===== config.mk =====
export PLATFORM = sky130hd
export DESIGN_NAME = funccounter_sched_flat
export DESIGN_NICKNAME = d
export VERILOG_FILES = /design/src/rtl/funccounter_sched_if.sv /design/src/rtl/funccounter_sched.sv /design/src/flat_wrapper.sv
export SDC_FILE = /design/constraint.sdc
export NUM_CORES = 1
export LEC_CHECK = 0
export CORE_MARGIN = 5
export CORE_UTILIZATION = 41
export CTS_BUF_LIST = sky130_fd_sc_hd__clkbuf_8 sky130_fd_sc_hd__clkbuf_16
export DETAILED_ROUTE_END_ITERATION = 10
export PLACE_DENSITY_LB_ADDON = 0.2
export SLEW_MARGIN = 40
export SYNTH_ARGS = -nofsm -noshare
export SYNTH_HDL_FRONTEND = slang
export SYNTH_SLANG_ARGS = --single-unit

===== constraint.sdc =====
create_clock -name clockin -period 1.8 [get_ports clockin]
set_input_delay 0.36 -clock clockin [delete_from_list [all_inputs] [get_ports clockin]]
set_output_delay 0.36 -clock clockin [all_outputs]
set_load 0.05 [all_outputs]

===== src/rtl/funccounter_sched_if.sv =====
// Requester-side handshake bundle for funccounter_sched.
// Master = requesters, slave = scheduler.
interface funccounter_sched_if;
  logic       req0;
  logic       req1;
  logic [3:0] len0;
  logic [3:0] len1;
  logic       gnt0;
  logic       gnt1;
  logic       done0;
  logic       done1;

  modport master (
    output req0, req1, len0, len1,
    input  gnt0, gnt1, done0, done1
  );

  modport slave (
    input  req0, req1, len0, len1,
    output gnt0, gnt1, done0, done1
  );
endinterface


===== src/rtl/funccounter_sched.sv =====
// Round-robin scheduler sharing one 2-bit function counter
// between two requesters; checks the counter after each job.
module funccounter_sched (
  input  logic              clockin,
  input  logic              resetin,
  input  logic [1:0]        qin,
  output logic              funcout,
  output logic              busy,
  output logic              err,
  funccounter_sched_if.slave rq
);

  typedef enum logic [1:0] {
    IDLE = 2'd0,
    RUN  = 2'd1,
    DONE = 2'd2
  } state_t;

  state_t     state, state_d;
  logic       gnt0_q, gnt0_d;
  logic       gnt1_q, gnt1_d;
  logic       ptr_q, ptr_d;
  logic [3:0] rem_q, rem_d;
  logic [1:0] exp_q, exp_d;
  logic       err_q, err_d;
  logic       pick1;
  logic [3:0] win_len;

  // Winner: lone requester, or the pointed-to one on contention.
  assign pick1   = rq.req1 & (~rq.req0 | ptr_q);
  assign win_len = pick1 ? rq.len1 : rq.len0;

  // State and datapath registers, cleared asynchronously.
  always_ff @(posedge clockin or posedge resetin) begin
    if (resetin) begin
      state  <= IDLE;
      gnt0_q <= 1'b0;
      gnt1_q <= 1'b0;
      ptr_q  <= 1'b0;
      rem_q  <= 4'd0;
      exp_q  <= 2'd0;
      err_q  <= 1'b0;
    end else begin
      state  <= state_d;
      gnt0_q <= gnt0_d;
      gnt1_q <= gnt1_d;
      ptr_q  <= ptr_d;
      rem_q  <= rem_d;
      exp_q  <= exp_d;
      err_q  <= err_d;
    end
  end

  // Next-state, grant, step count and end-of-job check.
  always_comb begin
    state_d = state;
    gnt0_d  = gnt0_q;
    gnt1_d  = gnt1_q;
    ptr_d   = ptr_q;
    rem_d   = rem_q;
    exp_d   = exp_q;
    err_d   = err_q;
    unique case (state)
      IDLE: begin
        if (rq.req0 | rq.req1) begin
          gnt0_d  = ~pick1;
          gnt1_d  = pick1;
          rem_d   = win_len;
          exp_d   = qin + win_len[1:0];
          state_d = (win_len != 4'd0) ? RUN : DONE;
        end
      end
      RUN: begin
        rem_d = rem_q - 4'd1;
        if (rem_q == 4'd1) state_d = DONE;
      end
      DONE: begin
        state_d = IDLE;
        gnt0_d  = 1'b0;
        gnt1_d  = 1'b0;
        ptr_d   = gnt0_q;
        err_d   = err_q | (qin != exp_q);
      end
      default: state_d = IDLE;
    endcase
  end

  // Outputs decoded from registers only.
  assign funcout  = (state != RUN);
  assign busy     = (state != IDLE);
  assign err      = err_q;
  assign rq.gnt0  = gnt0_q;
  assign rq.gnt1  = gnt1_q;
  assign rq.done0 = (state == DONE) & gnt0_q;
  assign rq.done1 = (state == DONE) & gnt1_q;

endmodule

===== src/flat_wrapper.sv =====
// flat-port wrapper written by rule: the top's interface ports become plain ports
module funccounter_sched_flat 
  (clockin, resetin, qin, funcout, busy, err, rq_req0, rq_req1, rq_len0, rq_len1, rq_gnt0, rq_gnt1, rq_done0, rq_done1);
  funccounter_sched_if rq_i ();
  input  logic clockin;
  input  logic resetin;
  input  logic [1:0] qin;
  output logic funcout;
  output logic busy;
  output logic err;
  input wire logic [$bits(rq_i.req0)-1:0] rq_req0;
  input wire logic [$bits(rq_i.req1)-1:0] rq_req1;
  input wire logic [$bits(rq_i.len0)-1:0] rq_len0;
  input wire logic [$bits(rq_i.len1)-1:0] rq_len1;
  output wire logic [$bits(rq_i.gnt0)-1:0] rq_gnt0;
  output wire logic [$bits(rq_i.gnt1)-1:0] rq_gnt1;
  output wire logic [$bits(rq_i.done0)-1:0] rq_done0;
  output wire logic [$bits(rq_i.done1)-1:0] rq_done1;
  assign rq_i.req0 = rq_req0;
  assign rq_i.req1 = rq_req1;
  assign rq_i.len0 = rq_len0;
  assign rq_i.len1 = rq_len1;
  assign rq_gnt0 = rq_i.gnt0;
  assign rq_gnt1 = rq_i.gnt1;
  assign rq_done0 = rq_i.done0;
  assign rq_done1 = rq_i.done1;
  funccounter_sched u_core (.clockin(clockin), .resetin(resetin), .qin(qin), .funcout(funcout), .busy(busy), .err(err), .rq(rq_i));
endmodule

==> results.md <==
* Status: completed
* Most frequent cells in the layout: buf_4, dfrtp_1, clkdlybuf4s50_1, nor2_1, nand2_1
* Leakage power at 0.517 nW
* GR Overflow Total at 0
* First-pass GRT wire length at 2890 um
* Maxcap violations at 0
* Mux share of post-synthesis cell area at 7.52%
* Setup crit start: u_core.ptr_q
* DR pass1 iterations at 4
* Crit path capture: u_core.exp_q[1]
* Pin count of the biggest net entering global routing at 13
* Worst Tran Pin Value at 461 ps
* Clk_lat worst skew at 240 ps
* Adder-cell share of the synthesized area at 5.24%
* Chip Width at 51.8 um
* Reg-to-Reg Start: u_core.ptr_q
* Antenna viol nets, final at 0
* Period utilisation layout at 97.0%
* Crit end category: flip-flop
* DRC at 0
* Synth Area in Simple Gates at 21.7%
* Initial core utilization at 42.4%
* Layout cell share with drive strength beyond 1 at 28.6%
* Area Growth Syn to Fin at 54.2%
* Post-place setup slack at -349 ps
* Chip Height at 51.8 um
* Clock Tree Buf Depth at 2
* Die area at 2680 um^2
* Hold WS at 427 ps
* Post-DP HPWL at 1340 um
* Synth Area in Compound Gates at 15.7%
* Iter 0 DRT Violations at 10
* Met1 GRT Util at 18.3%
* Reg-to-reg endpoint: u_core.exp_q[1]
* # IOs at 21
* Synthesis-stage register bit count at 12
* Met3 usage at 4.01%
* Clock Skew at 3.24 ps
* Site Rows at 15
* Final min period at 1750 ps
* WL per Instance at 14.9 um
* P per Cell Area at 1630 nW/um^2
* Commonest non-fill, non-tap cell in the layout: buf_4
* Syn nets at 90
* Fin Setup TNS at 0 ps
* Top Usage Layer GRT: met2
* Seq/Total Area, Yosys at 42.0%
* Design Area, Final at 1100 um^2
* CTS H-tree lvls at 1
* DP Area at 990 um^2
* Ys Warns at 0
* Reg2reg path depth at 7
* # diodes at 0
* Synth top area cells: dfrtp_1, ha_1, mux2_2
* RSZ-0062 raised after global routing: no
* Final-report hold violation count at 0
* Mapped cell area at 716 um^2
* Final setup margin at 54.2 ps
* Worst EP required at 1970 ps
* Area of the multi-input gates at 419 um^2
* Post-synthesis xor/xnor area fraction at 3.67%
* Nets at 123
* Mapped Cells at 73
* Post-layout util at 65.3%
* Worst min-delay path category: in -> async
* GRT Util Overall at 15.0%
* Crit path kind: reg -> reg
* Routability Congestion at 0.792
* CTS Buf Count at 3
* Initial antenna violation count at 0
* Max-slew headroom at 69.2%
* GR met2 Demand/Resource at 23.9%
* Max VDD drop at 0.850 mV
* Vias post-DR at 652
* Main combinational cell family by area after synthesis: simple AND/OR/NAND/NOR gates
* CTS tree: done
* Setup Viol. Count Final at 0
* Most area-hungry cell type in the Yosys netlist: dfrtp_1
* CTS sink count at 12
* Max Fclk at 573 MHz
* Drt total wl at 1820 um
* Fill cell count at 132
* Number of distinct library cells after synthesis at 32
* Post-Syn Area per Cell at 9.80 um^2
* Storage element area at 300 um^2
* Clk pin slew, worst setup/hold paths at 60 ps
* CTS Hold Bufs at 0
* Crit-path max FO at 2
* Root Buffer Master: clkbuf_8
* Startpoint types: flip-flop
* DR vias/cell at 5.34
* Vias in the first global route at 662
* Max-slew violations at 0
* Input/output buffers at 20
* Synth top area share at 42.0%
* R2r setup slk at 50 ps
* Core Area at 1690 um^2
* Crit path DAT at 1910 ps
cell families after synthesis:
kind of cell | after synthesis
flip-flops | 12
XOR/XNOR | 3
buffers and inverters | 6
AND/OR/NAND/NOR | 30
multiplexers | 5
AO/OA/AOI/OAI | 14
adder cells (fa/ha/maj) | 3
state kept, by name (all words and copies together) (netlist names):
| register | flops |
|---|---|
| u_core.rem_q | 4 |
| u_core.exp_q | 2 |
| u_core.state | 2 |
| u_core.err | 1 |
| u_core.ptr_q | 1 |
| u_core.rq.gnt0 | 1 |
| u_core.rq.gnt1 | 1 |
timing repair:
action | CTS | global route
buffers inserted | 4 | 0
pin swaps | 2 | 0
hold endpoints to repair | 0 | 0
resized for setup | 6 | 1
endpoints found under the setup margin | 1 | 2
how the worst min path moves through the flow:
stage	startpoint	endpoint	slack, ps	cells past startpoint
after floorplan	resetin	u_core.err	220	1
after global placement	u_core.err	u_core.err	440	1
after detailed placement	u_core.err	u_core.err	450	1
after CTS	resetin	u_core.rq.gnt1	440	2
after global routing	resetin	u_core.rq.gnt1	480	2
final	resetin	u_core.rq.gnt1	430	2
layer usage:
metal | vias to the layer above | wire length, um
met5 | - | 0
met4 | 0 | 31
met3 | 4 | 102
met2 | 19 | 834
met1 | 306 | 850
li1 | 323 | -
worst max-delay path, cell delays in order, from the launching register on:
cell	delay, ps
dfrtp_1	400
nand2b_4	150
nand2_2	70
mux2_4	320
ha_4	170
xnor2_2	130
a2111o_1	360
o211ai_2	70
per-stage QoR:
| step | instances | total power [mW] |
|---|---|---|
| after floorplan | 73 | 1.15 |
| after detailed placement | 114 | 1.45 |
| after global placement | 114 | 1.43 |
| after CTS | 122 | 1.80 |
| after global routing | 122 | 1.92 |
| final | 122 | 1.80 |
layout make-up:
type	count	area share (%)
inverter	4	1.36
timing repair buffer	30	26.5
sequential	12	27.2
clock buffer	4	4.99
tap	17	1.93
multi-input combinational	55	38.0
synthesized netlist by cell type:
cell type	instances
a2111o_1	1
a211o_1	1
a21o_1	1
a21oi_1	2
a2bb2oi_1	1
a32o_1	1
and2_1	2
and3_1	2
buf_6	1
clkbuf_1	1
dfrtp_1	12
ha_1	3
inv_1	4
mux2_2	3
mux2i_1	2
nand2_1	8
nand2b_1	2
nand3_1	1
nand3b_1	1
nor2_1	7
nor3b_1	1
nor4_1	3
o211ai_1	1
o211ai_2	1
o21ai_0	1
o21bai_1	1
o221ai_1	2
o22ai_1	1
or2_1	1
or2_4	1
or2b_1	1
xnor2_1	3
power breakdown:
group	switching (mW)	internal (mW)
sequential	0.115	0.403
clock	0.102	0.193
combinational	0.533	0.454
total	0.751	1.05
Note: power is estimated with default switching activity, not from simulation.
